`src/rtl/regfile_bypass_sb.sv`:
```
// regfile_bypass_sb: parametrised NRD-read/1-write register file with optional write bypass
// and a per-register busy scoreboard used by decode to stall on pending operands.
module regfile_bypass_sb #(
  parameter int XLEN     = 32,
  parameter int NREG     = 32,
  parameter int NRD      = 2,
  parameter int ZERO_REG = 1,
  parameter int BYPASS   = 1,
  localparam int AW      = (NREG > 1) ? $clog2(NREG) : 1
) (
  input  logic                clk,
  input  logic                rst_n,
  input  logic [NRD*AW-1:0]   rd_addr,
  output logic [NRD*XLEN-1:0] rd_data,
  output logic [NRD-1:0]      rd_busy,
  input  logic                wr_en,
  input  logic [AW-1:0]       wr_addr,
  input  logic [XLEN-1:0]     wr_data,
  input  logic                sb_set,
  input  logic [AW-1:0]       sb_addr,
  input  logic                flush,
  output logic [NREG-1:0]     busy_vec
);
  logic [XLEN-1:0] rf_q [NREG];
  logic [XLEN-1:0] rf_d [NREG];
  logic [NREG-1:0] busy_q, busy_d;
  logic            wr_ok, sb_ok;

  function automatic logic addr_ok(input logic [AW-1:0] a);
    return (int'(a) < NREG) && !((ZERO_REG != 0) && (a == '0));
  endfunction

  assign wr_ok    = wr_en && addr_ok(wr_addr);
  assign sb_ok    = sb_set && addr_ok(sb_addr);
  assign busy_vec = busy_q;

  always_comb begin
    rf_d = rf_q;
    if (wr_ok) rf_d[wr_addr] = wr_data;
  end

  // A newer producer's set wins over a retiring write to the same register; flush wins over both.
  always_comb begin
    busy_d = busy_q;
    for (int r = 0; r < NREG; r++)
      busy_d[r] = flush ? 1'b0 :
                  (sb_ok && int'(sb_addr) == r) ? 1'b1 :
                  (wr_ok && int'(wr_addr) == r) ? 1'b0 : busy_q[r];
    if (ZERO_REG != 0) busy_d[0] = 1'b0;
  end

  always_ff @(posedge clk or negedge rst_n) begin
    if (!rst_n) begin
      for (int r = 0; r < NREG; r++) rf_q[r] <= '0;
      busy_q <= '0;
    end else begin
      rf_q   <= rf_d;
      busy_q <= busy_d;
    end
  end

  for (genvar i = 0; i < NRD; i++) begin : g_rd
    logic [AW-1:0] ra;
    logic          ok, hit;
    assign ra  = rd_addr[i*AW +: AW];
    assign ok  = addr_ok(ra);
    assign hit = (BYPASS != 0) && wr_en && (wr_addr == ra);
    assign rd_data[i*XLEN +: XLEN] = !ok ? '0 : hit ? wr_data : rf_q[ra];
    assign rd_busy[i] = ok && busy_q[ra] && !hit;
  end
endmodule

```
`config.mk`:
```
export PLATFORM = sky130hd
export DESIGN_NAME = regfile_bypass_sb
export DESIGN_NICKNAME = d
export VERILOG_FILES = /design/src/rtl/regfile_bypass_sb.sv
export SDC_FILE = /design/constraint.sdc
export NUM_CORES = 2
export LEC_CHECK = 0
export ABC_CLOCK_PERIOD_IN_PS = 5800
export BUFFER_PORTS_ARGS = -buffer_cell sky130_fd_sc_hd__buf_2
export CAP_MARGIN = 5
export CELL_PAD_IN_SITES_DETAIL_PLACEMENT = 1
export CELL_PAD_IN_SITES_GLOBAL_PLACEMENT = 2
export CORE_ASPECT_RATIO = 0.7
export CORE_MARGIN = 2
export CORE_UTILIZATION = 50
export CTS_BUF_LIST = sky130_fd_sc_hd__clkbuf_16
export DETAILED_ROUTE_END_ITERATION = 8
export PLACE_DENSITY_LB_ADDON = 0.1
export SETUP_SLACK_MARGIN = 0.1
export SYNTH_ARGS = -nofsm -noshare
export SYNTH_HDL_FRONTEND = slang
export SYNTH_SLANG_ARGS = --single-unit
```
`constraint.sdc`:
```
create_clock -name clk -period 5.8 [get_ports clk]
set_clock_uncertainty 0.1 [all_clocks]
set_input_delay 1.45 -clock clk [delete_from_list [all_inputs] [get_ports clk]]
set_output_delay 1.45 -clock clk [all_outputs]
set_load 0.01 [all_outputs]
```
==> impl_metrics.yaml <==
status:
  status: "complete, no violations"
drt:
  final_antenna_net_count: 0
  viasPerCell: 7.10
  vias: 38346
  wirelength_um: 207000
  routedWlPerCell_um: 38.4
  drt_iter0_drc: 4391
  drc: 0
  drt_first_pass_iters: 5
global_routing:
  grt_max_degree: 119
  gr-total-overflow: 0
  grt_pass1_wl_um: 300000
  antenna_found_initial: 12
  grt_pass1_vias: 40552
  track_usage: 0.363
final_layout:
  final_util: 0.560
  syn2layout_area_growth_pct: 11.4
  layout_commonest_cell: "dfrtp_1"
  fin_nets: 3833
  final_cell_mix: "dfrtp_1 (1055), mux2_2 (979), mux4_2 (492)"
  stdcell_count: 5399
  drive_gt1_frac: 0.524
pwr:
  power.density_mw_per_mm2: 342
  ir_drop_uv: 265
  power_switching_mw: 6.12
  clkPwrFrac: 0.335
  p_leak_nw: 27.3
  combPwrFrac: 0.208
  p_seq_frac: 0.458
  p_int_mw: 15.3
  switching_share: 0.285
worst_setup_path:
  reg2reg_to: "busy_vec[31]"
  arrival_ps: 3880
  rrSetupSlack_ps: 4820
  path_delay_family: "simple AND/OR/NAND/NOR gates"
  worstSetupStartpoint: "rd_addr[6]"
  worstPathMaxFanout: 36
  reg2reg_from: "busy_vec[31]"
  r2r_cells: 2
  required_ps: 4250
  end_kind: "primary output"
  critPathLaunchType: "input port"
  worstSetupPathType: "in2out"
  critPathBufInv: 3
  crit_chain: "buf_8 -> xor2_1 -> nor4_1 -> buf_4 -> nand3_4 -> nor2b_1 -> a221o_1 -> buf_2"
  max_stage_delay_ps: 640
  crit_slowest_cell: "nor2b_1"
  crit_cells: 8
worst_hold_path:
  hold_class: "reg2reg"
  min_path_cells: 0
  whs_endpoint: "rf_q[1008]"
  min_from: "rf_q[1008]"
die:
  dieHeight_um: 285
  io_pins: 155
  core_area_mm2: 0.112
  fp.dieW_um: 405
  row_count: 103
  die_area_mm2: 0.116
  start_util: 0.502
yosys:
  synth_fa_ha_area_frac: 0
  syn_nets: 3807
  synth_xor_area_frac: 0.00155
  synth_area_leader_cell: "dfrtp_1"
  synth_edf_count: 0
  ys_ff_latch: 1055
  synth-compound-area-share: 0.0468
  synth_cells: 3750
  ys_seq_area_frac: 0.468
  synth_top_family_by_area: "multiplexers"
  synthMuxAreaShare: 0.424
  synthSimpleGateAreaFrac: 0.0204
  async_reset_ff_frac: 1.00
  yosys_most_used_dff: "dfrtp_1"
  synth_area_leaders: "dfrtp_1 (47%), mux4_2 (20%), mux2_2 (20%)"
  syn_avg_cell_area_um2: 15.0
  ys_warn_count: 0
  synthDistinctLibCells: 59
  syn-cell-area_mm2: 0.0564
  synthDominantCellAreaShare: 0.468
sta:
  fmax_mhz: 184
  hold_viol: 0
  finalSetupViolCount: 0
  slew_headroom: 0.210
  tightest_slew_ps: 1180
  min_period_ps: 5430
  fin_tns_setup_ps: 0
  min_period_over_period: 0.936
  hold-worst-slack_ps: 298
  rsz0062_at_grt: "false"
  fin_ws_ps: 374
  drv_slew: 0
placed_design:
  gp_congestion: 0.856
  portBuffers: 153
  dp_hpwl_um: 128000
  post-place-ws_ps: 449
  dp.cells: 5188
clock_tree:
  numClockSinks: 1055
  cts_buffers: 108
  cts_buffer_depth: 3
  cts.htree.levels: 3
  post_cts_resized: 0
  clk_pin_slew_ps: 60
  post-cts-setup-buffers: 0
  insertion_delay_ps: 720
  ctsHoldBuffers: 0
  clock-root-buffer: "clkbuf_16"
  tritoncts: "done"
flow_run:
  drv_cap: 0
-- power groups by stage --
stage / Clock [mW] / Combinational [mW] / Sequential [mW]
after CTS: 7.27 / 4.46 / 9.77
after detailed placement: 0 / 4.43 / 9.88
after global routing: 7.55 / 4.72 / 9.98
after floorplan: 0 / 3.27 / 9.45
final: 7.18 / 4.46 / 9.83
after global placement: 0 / 4.26 / 9.68
-- synth_stat cells (2+ instances only) --
cell          n
nor3_1        8
and3_1        6
mux2_2      979
or4_1        13
or2_1         2
o21a_1        4
buf_4         7
nand3_1      12
mux2i_1     138
a22oi_1      76
nor4_1        3
a32o_1       32
a221oi_1     12
a221o_1       6
nand2_1      65
buf_2       137
a21oi_1      43
nor2_1       71
or3_1         6
mux4_2      492
o2111ai_1     8
and2_1        3
buf_1        32
mux2_1       14
o22a_1        4
nand2b_1     19
o22ai_1     123
dfrtp_1    1055
nand3b_1      3
o211ai_1     10
xnor2_1       2
o21ai_0      42
and3b_1       4
buf_8         8
nor2b_1      10
o311a_1       2
xor2_1        8
o221a_2       7
buf_12        5
clkbuf_1    226
nor3b_1       4
buf_6        22
mux4_1       11
-- cell families after synthesis --
group | Yosys count
AOI/OAI and AO/OA | 378
xor gates and xnor gates | 10
buffers and inverters | 438
DFF | 1055
muxes | 1634
other | 1
and+or+nand+nor | 234
-- cell type report --
class / count / area [um2]
Clock buffer: 111 / 2780
Clock inverter: 95 / 779
Multi-Input combinational cell: 2257 / 28000
Sequential cell: 1055 / 26400
Tap cell: 1522 / 1900
Inverter: 1 / 3.75
Fill cell: 10310 / 49400
Timing Repair Buffer: 353 / 2930
Antenna cell: 5 / 12.5
-- metrics by stage --
step | instance area [um2] | total power, mW
after detailed placement | 59300 | 14.3
after global placement | 59300 | 13.9
after global routing | 62800 | 22.2
after CTS | 62800 | 21.5
final | 62800 | 21.5
after floorplan | 56400 | 12.7
-- worst max-delay path by stage --
stage,slack (ps),endpoint
5_1_grt,320,rd_data[58]
6_report,370,rd_data[58]
3_3_place_gp,390,rd_data[46]
4_1_cts,430,rd_data[12]
2_1_floorplan,1160,rd_data[21]
3_5_place_dp,450,rd_data[12]
-- worst reg2reg max path, stage by stage (launching register included) --
cell and delay [ps]:
dfrtp_1 480, o21ai_0 140, a21oi_1 180
-- flip-flops by register name, indices dropped and copies added (netlist names) --
| name | cells |
|---|---|
| busy_vec | 31 |
| rf_q | 1024 |
-- layer usage --
metal / share of wire / track usage / vias up
li1: - / - / 14673
met1: 0.43 / 0.537 / 21123
met2: 0.44 / 0.528 / 2094
met3: 0.10 / 0.0898 / 448
met4: 0.035 / 0.116 / 8
met5: 0.00022 / 0 / -
No activity file was read; power rests on OpenSTA's default activity.
